## src/rtl/opl_write_queue.sv

```systemverilog
// OPL write queue: buffers CPU writes to the two-port OPL and replays them
// downstream as distinct write pulses separated by recovery gaps.
module opl_write_queue #(
    parameter int unsigned DEPTH     = 16,
    parameter int unsigned WE_CYCLES = 2,
    parameter int unsigned ADDR_WAIT = 168,
    parameter int unsigned DATA_WAIT = 168
) (
    input  logic                     clk,
    input  logic                     reset,
    input  logic                     cpu_cs,
    input  logic                     cpu_we,
    input  logic                     cpu_addr,
    input  logic [7:0]               cpu_din,
    input  logic                     ovf_clr,
    output logic                     opl_addr,
    output logic [7:0]               opl_din,
    output logic                     opl_we,
    output logic                     busy,
    output logic                     full,
    output logic [$clog2(DEPTH):0]   level,
    output logic                     overflow
);

    localparam int unsigned PtrW   = $clog2(DEPTH);
    localparam int unsigned MaxAw  = (ADDR_WAIT > DATA_WAIT) ? ADDR_WAIT : DATA_WAIT;
    localparam int unsigned CntMax = (WE_CYCLES > MaxAw) ? WE_CYCLES : MaxAw;
    localparam int unsigned CntW   = $clog2(CntMax + 1);

    localparam logic [CntW-1:0] WeLoad   = CntW'(WE_CYCLES - 1);
    localparam logic [CntW-1:0] AddrLoad = CntW'(ADDR_WAIT - 1);
    localparam logic [CntW-1:0] DataLoad = CntW'(DATA_WAIT - 1);
    localparam logic [PtrW:0]   FullCnt  = (PtrW + 1)'(DEPTH);

    typedef enum logic [1:0] {StIdle, StDrive, StWait} state_e;

    state_e           state_q, state_d;
    logic [CntW-1:0]  cnt_q, cnt_d;
    logic [PtrW-1:0]  wptr_q, wptr_d;
    logic [PtrW-1:0]  rptr_q, rptr_d;
    logic [PtrW:0]    count_q, count_d;
    logic             prev_q, prev_d;
    logic             ovf_q, ovf_d;
    logic             we_q, we_d;
    logic             addr_q, addr_d;
    logic [7:0]       din_q, din_d;
    logic [8:0]       mem_q [DEPTH];

    logic wr, push, drop, pop;

    assign opl_we   = we_q;
    assign opl_addr = addr_q;
    assign opl_din  = din_q;
    assign full     = (count_q == FullCnt);
    assign level    = count_q;
    assign overflow = ovf_q;
    assign busy     = (count_q != '0) || (state_q != StIdle);

    // Rising-edge write detect, push/drop decision, occupancy and overflow flag.
    always_comb begin
        prev_d  = cpu_cs & cpu_we;
        wr      = cpu_cs & cpu_we & ~prev_q;
        // full is taken before any same-cycle pop, so a write into a full FIFO drops
        push    = wr & ~full;
        drop    = wr & full;
        wptr_d  = push ? wptr_q + PtrW'(1) : wptr_q;
        rptr_d  = pop ? rptr_q + PtrW'(1) : rptr_q;
        count_d = count_q;
        if (push && !pop) begin
            count_d = count_q + (PtrW + 1)'(1);
        end else if (!push && pop) begin
            count_d = count_q - (PtrW + 1)'(1);
        end
        ovf_d = ovf_q;
        if (drop) begin
            ovf_d = 1'b1;
        end else if (ovf_clr) begin
            ovf_d = 1'b0;
        end
    end

    // Replay FSM: pop in idle, hold the strobe, then hold it low for the recovery gap.
    always_comb begin
        state_d = state_q;
        cnt_d   = cnt_q;
        we_d    = we_q;
        addr_d  = addr_q;
        din_d   = din_q;
        pop     = 1'b0;
        case (state_q)
            StIdle: begin
                if (count_q != '0) begin
                    pop             = 1'b1;
                    {addr_d, din_d} = mem_q[rptr_q];
                    we_d            = 1'b1;
                    cnt_d           = WeLoad;
                    state_d         = StDrive;
                end
            end
            StDrive: begin
                if (cnt_q == '0) begin
                    we_d    = 1'b0;
                    cnt_d   = addr_q ? DataLoad : AddrLoad;
                    state_d = StWait;
                end else begin
                    cnt_d = cnt_q - CntW'(1);
                end
            end
            StWait: begin
                if (cnt_q == '0) begin
                    state_d = StIdle;
                end else begin
                    cnt_d = cnt_q - CntW'(1);
                end
            end
            default: state_d = StIdle;
        endcase
    end

    // State and control registers with synchronous reset.
    always_ff @(posedge clk) begin
        if (reset) begin
            state_q <= StIdle;
            cnt_q   <= '0;
            wptr_q  <= '0;
            rptr_q  <= '0;
            count_q <= '0;
            prev_q  <= 1'b0;
            ovf_q   <= 1'b0;
            we_q    <= 1'b0;
            addr_q  <= 1'b0;
            din_q   <= '0;
        end else begin
            state_q <= state_d;
            cnt_q   <= cnt_d;
            wptr_q  <= wptr_d;
            rptr_q  <= rptr_d;
            count_q <= count_d;
            prev_q  <= prev_d;
            ovf_q   <= ovf_d;
            we_q    <= we_d;
            addr_q  <= addr_d;
            din_q   <= din_d;
        end
    end

    // FIFO storage; stale entries are harmless because count gates every read.
    always_ff @(posedge clk) begin
        if (push) begin
            mem_q[wptr_q] <= {cpu_addr, cpu_din};
        end
    end

endmodule
```

## config.mk

```make
export PLATFORM = sky130hd
export DESIGN_NAME = opl_write_queue
export DESIGN_NICKNAME = d
export VERILOG_FILES = /design/src/rtl/opl_write_queue.sv
export SDC_FILE = /design/constraint.sdc
export NUM_CORES = 1
export LEC_CHECK = 0
export ABC_CLOCK_PERIOD_IN_PS = 4300
export CORE_UTILIZATION = 44
export CTS_CLUSTER_SIZE = 25
export DETAILED_ROUTE_END_ITERATION = 16
export PLACE_DENSITY = 0.66
export RECOVER_POWER = 25
export SYNTH_ARGS = -nofsm -noshare
export SYNTH_HDL_FRONTEND = slang
export SYNTH_SLANG_ARGS = --single-unit
```

## constraint.sdc

```tcl
create_clock -name clk -period 4.3 [get_ports clk]
set_input_delay 1.29 -clock clk [delete_from_list [all_inputs] [get_ports clk]]
set_output_delay 1.29 -clock clk [all_outputs]
set_load 0.01 [all_outputs]
```

After elaboration in Yosys (flattened, before gate mapping)
Memory sizes are Yosys's and may differ from the RTL's. A register that Yosys moved wholly into a read port is not among the register bits.
Index checks and enable logic that the tools add are counted.
{"block": "word_totals", "ff_bits": 26, "ramBits": 144, "in_bits": 14, "output_inout_bits": 18, "elab_cells": 63, "memories": 1}
{"name": "mem_q", "depth": 16, "word_bits": 9, "rd": 1, "rd_ports_with_merged_regs": 1, "write_ports": 1, "line_no": "47", "text": "logic [8:0] mem_q [DEPTH];"}
{"block": "op_classes", "addsub": 5, "n_eq_ne": 7, "muxes": 19, "n_bitwise": 6, "n_reduce_logical": 17}
{"op": "$mux W8", "count": 3}
{"op": "$pmux W8 S3", "count": 1}
{"op": "$mux W5", "count": 2}
{"op": "$reduce_and A3 Y1", "count": 3}
{"op": "$add A4 B1 Y4 const B", "count": 2}
{"op": "$logic_not A8 Y1", "count": 1}
{"op": "$mux W1", "count": 8}
{"op": "$ne A2 B2 Y1 const B", "count": 4}
{"op": "$reduce_bool A2 Y1", "count": 4}
{"op": "$sub A8 B1 Y8 const B", "count": 1}
{"op": "$mux W2", "count": 3}
{"op": "$pmux W2 S3", "count": 1}
{"op": "$add A5 B1 Y5 const B", "count": 1}
{"op": "$eq A5 B5 Y1 const B", "count": 1}
{"op": "$reduce_bool A5 Y1", "count": 1}
{"op": "$sub A5 B1 Y5 const B", "count": 1}
{"op": "$and A1 B1 Y1", "count": 4}
{"op": "$reduce_bool A3 Y1", "count": 1}
{"op": "$eq A2 B1 Y1 const B", "count": 1}
{"op": "$eq A2 B2 Y1 const B", "count": 1}
{"op": "$logic_and A1 B1 Y1", "count": 2}
{"op": "$logic_not A1 Y1", "count": 2}
{"op": "$logic_not A2 Y1", "count": 1}
{"op": "$not A1 Y1", "count": 2}
{"op": "other kinds (3)", "count": 3}

Longest topological paths before layout
{"block": "depth", "word_depth": 7, "ltp_mapped": 13, "depth_no_buf": 12}

Worst setup path before layout
No wires, ideal clock.
{"block": "synth_path", "path_kind": "input port to flip-flop", "startpoint": "in cpu_cs", "endpoint": "reg count_q[4] (netlist: level[4])", "t_arrival_ns": 3.351, "required_ns": 4.179, "slack_ns": 0.828, "stages": 9, "path_cell_list": "nand2_1 -> a211oi_2 -> ha_1 -> inv_1 -> ha_1 -> a21o_1 -> a21oi_1 -> mux2i_1 -> mux2_2"}
{"block": "synth_via", "elab_chain_len": 6}
{"item": "from (decl)", "line_no": "11", "text": "input logic cpu_cs,"}
{"item": "$and A1 B1 Y1 * (2 in series)", "line_no": "62", "text": "wr = cpu_cs & cpu_we & ~prev_q;"}
{"item": "$and A1 B1 Y1 *", "line_no": "64", "text": "push = wr & ~full;"}
{"item": "net push", "line_no": "49", "text": "logic wr, push, drop, pop;"}
{"item": "$logic_not A1 Y1", "line_no": "71", "text": "end else if (!push && pop) begin"}
{"item": "$logic_and A1 B1 Y1", "line_no": "71"}
{"item": "$reduce_bool A2 Y1 (no line)"}
{"item": "to (signal assigned)", "line_no": "138", "text": "count_q <= count_d;"}
{"item": "to (decl)", "line_no": "41", "text": "logic [PtrW:0] count_q, count_d;"}
The timed path passes the listed nets; every way through them passes the cells marked *.
A chain may end at the register's enable or synchronous reset.

Worst setup path after layout
{"block": "layout_path", "startpoint": "reg count_q[1] (netlist: level[1])", "endpoint": "out busy"}
{"block": "layout_via", "elab_chain_len": 2}
{"item": "$reduce_bool A5 Y1", "line_no": "57", "text": "assign busy = (count_q != '0) || (state_q != StIdle);"}
{"item": "$logic_or A1 B1 Y1", "line_no": "57"}
{"item": "to (decl)", "line_no": "19", "text": "output logic busy,"}
Every way passes these cells.

==> parameters.txt <==
Parameter                              Value

Setup path
  Worst path slowest cell    sky130_fd_sc_hd__or4_4
  Setup crit end kind    output port
  Maximum net fanout on the critical path    7
  Worst path required time    3.01 ns
  Slowest stage delay, CP    just under 0.6 ns
  Critical Path Start    level[1]
  Critical Path, Cell by Cell    or4_4, nor3b_4, inv_1, clkdlybuf4s50_1
  Worst path buffer plus inverter count    2
  Critical path start-end classification    flop to output port
  Kind of start point of the critical path    flop
  Arr. time, crit path    2.30 ns
  Worst reg2reg path startpoint    level[1]
  Top Family by Delay on Critical Path    simple AND/OR/NAND/NOR gates

Min path
  Class of the tightest hold or removal check    flop to flop
  Hold wc startpoint    opl_we

Clock tree
  Number of setup buffers added after CTS    0
  CTS Sinks    179
  Worst-skew pair later-pin latency    roughly 0.42 ns
  Clock Root Buffer    sky130_fd_sc_hd__clkbuf_16
  Clock edge transition at the registers on the reported setup and hold paths    0.07 ns
  TritonCTS clock tree    built
  H-tree Lvls    4
  Max Buffers Root-to-Sink    2
  Cts repair resizes    0
  Hold buffers post-CTS    0
  Clock buffers created by TritonCTS    17

Drt
  Via-per-instance ratio    between 5 and 6
  Iteration-0 DRC Markers    362
  Via count    4,234
  DRC Markers    0
  Antenna viol nets, final    0
  WL per Instance    19.4 um
  Final WL    14,800 um
  Metal3 WL    692 um
  Max Used Layer    met4
  Routed met1 length    6750 um
  First-pass detailed-route iteration total    6
  Length of routed met2 wiring    7090 um

STA
  Upper clock frequency limit    279 MHz
  Maximum clock skew at final layout    0.00824 ns
  Setup repair after global routing missed its margin    no
  Final hold violation count    0
  Transition time at the pin with the least slew margin    1.03 ns
  Final cycle utilization of the critical path    a little over four fifths
  Slew HR    31.5%
  Time the worst path needs with I/O delays and setup    3.59 ns
  Number of slew-limit violations in the final report    0
  Total setup violations reported at the end of the flow    0
  Setup Total Neg Slack    0 ns

Final layout
  Total area of multi-input combinational cells    2150 um^2
  Fill cells    1,288
  Net total in the final layout    around 560
  Register Area    5030 um^2
  Final non-filler cell total    762
  Ratio of cells with drive above 1 in the final layout    13.7%
  Count of inserted antenna diode cells    0
  Layout overhead on the synthesized area    15.9%

Yosys
  Average size of a mapped cell    15.0 um^2
  Biggest area consumer among synthesized cells    sky130_fd_sc_hd__edfxtp_1
  Sequential area share after synthesis    68.5%
  Fraction of synthesized cell area taken by the top area cell type    59.0%
  Top cells by instance count after synthesis    sky130_fd_sc_hd__edfxtp_1, sky130_fd_sc_hd__nor2_1, sky130_fd_sc_hd__mux2i_1
  Post-synthesis instance area    7330 um^2
  EDFF count, synth    144
  Post-synthesis instance total    488
  Net count after synthesis    519
  Most used DFF post-synth    sky130_fd_sc_hd__edfxtp_1
  Number of warnings issued by yosys    0
  Most instantiated library cell after synthesis    sky130_fd_sc_hd__edfxtp_1
  Synth async-reset ratio    0%
  Leading cell types by total area after synthesis    sky130_fd_sc_hd__edfxtp_1, sky130_fd_sc_hd__dfxtp_1, sky130_fd_sc_hd__mux2i_1
  Synth Register Bits    179
  Number of different library cells in the post-synthesis netlist    between 40 and 50

Job
  Number of maximum-capacitance violations    0

Place
  Global placer's final weighted congestion    0.813
  Final HPWL from detailed placement    9550 um
  Port Buffer Count    31
  Placed insts    730

GRT
  Global-route wire length before repair    22,700 um
  Via count of the first global-routing pass    about 4,000
  Number of antenna violations at the first check in global routing    0
  GR Util All Layers    18.7%
  Pin count of the biggest net entering global routing    35
  GR Overflow Total    0

Power and ir drop
  Switching power of the nets    1.53 mW
  Fraction of power spent switching nets    between 30% and 40%
  Power Density    578 nW/um^2
  Highest ir drop seen on vdd    around 290 uV
  Flop pwr share    43.0%
  Clock network fraction of design power    29.2%
  Combinational group share of total power    around 28%
  Internal Power    3.38 mW
  Leak Pwr    2.77 nW

Die
  Core Box Area    16,100 um^2
  Die Span Y    131 um
  DIE AREA    about 17,000 um^2
  Starting density of the core    around 46%
  Top-level port count    32
  Die width    131 um
  Std-Cell Rows    46

Status
  Outcome    completed
## final cells by class
class / instances / area share (%)
sequential: 179 / 59.1
clock buffer: 19 / 5.09
clock inverter: 13 / 1.32
inverter: 14 / 0.618
tap: 216 / 3.18
multi-input combinational: 270 / 25.2
timing repair buffer: 51 / 5.42
## logic make-up (layout without fill, tap and decap cells)
family	Yosys count	in the layout	synth area share, %
adders and majority gates	17	17	3.00
xor gates and xnor gates	9	9	1.08
buffers and inverters	39	97	2.20
DFF	179	179	68.5
AOI/OAI and AO/OA	88	88	7.53
and+or+nand+nor	95	95	6.25
muxes	61	61	11.4
## layout by cell type (no fill, tap or decap), drive strengths merged, types with 3 or more instances in the layout
master	instances
nor2b	5
nor2	43
clkdlybuf4s50	25
nor4	3
dlygate4sd3	6
mux2i	42
a22oi	9
xnor2	3
edfxtp	144
mux4	18
clkinvlp	4
nand2	12
dfxtp	35
a211oi	5
inv	15
clkinv	7
o22ai	18
a21o	6
nor3	17
buf	20
xor2	6
ha	16
and2	3
nor3b	3
o21ai	17
clkbuf	19
a21oi	25
## sequential cells by signal, indices dropped and copies added, names as in the netlist
signal,cells
opl_din,8
mem_q,144
level,5
rptr_q,4
state_q,2
opl_addr,1
prev_q,1
cnt_q,8
opl_we,1
overflow,1
wptr_q,4
## path summary, 6_finish.rpt
path / end / slack, ns / cells past startpoint
max: busy / 0.71 / 4
min: opl_we / 0.48 / 2
max reg2reg: level[4] / 0.93 / 10
min reg2reg: opl_we / 0.48 / 2
## worst reg2reg max path, delay by kind of cell, from the launching register on
family	cells	cell delay (ns)
AND/OR/NAND/NOR	1	0.58
buffers and inverters	2	0.40
AO/OA/AOI/OAI	3	0.77
multiplexers	2	0.56
adder cells (fa/ha/maj)	2	0.58
flip-flops	1	0.36
## layer usage
layer / up-vias / track usage, %
met5: - / 0
met4: 0 / 6.49
met3: 14 / 4.83
met2: 126 / 29.1
met1: 2139 / 25.5
li1: 1955 / -
## stage by stage
| stage | area (um^2) | setup WS [ns] | hold WS (ns) | power [mW] | utilization (%) |
|---|---|---|---|---|---|
| after floorplan | 7330 | 0.828 | 0.489 | 3.11 | - |
| after global placement | 7960 | 0.543 | 0.464 | 3.48 | 49.5 |
| after detailed placement | 7960 | 0.507 | 0.471 | 3.51 | 49.5 |
| after CTS | 8500 | 0.678 | 0.480 | 4.94 | 52.9 |
| after global routing | 8500 | 0.583 | 0.501 | 5.17 | 52.9 |
| final | 8500 | 0.712 | 0.482 | 4.91 | 52.9 |
## power groups by stage
stage          Combinational, mW  Sequential [mW]  Clock (mW)
2_1_floorplan              0.993             2.11           0
6_report                    1.37             2.11        1.43
5_1_grt                     1.51             2.13        1.53
4_1_cts                     1.37             2.11        1.46
3_5_place_dp                1.37             2.15           0
3_3_place_gp                1.34             2.15           0
Note: power is estimated with default switching activity, not from simulation.
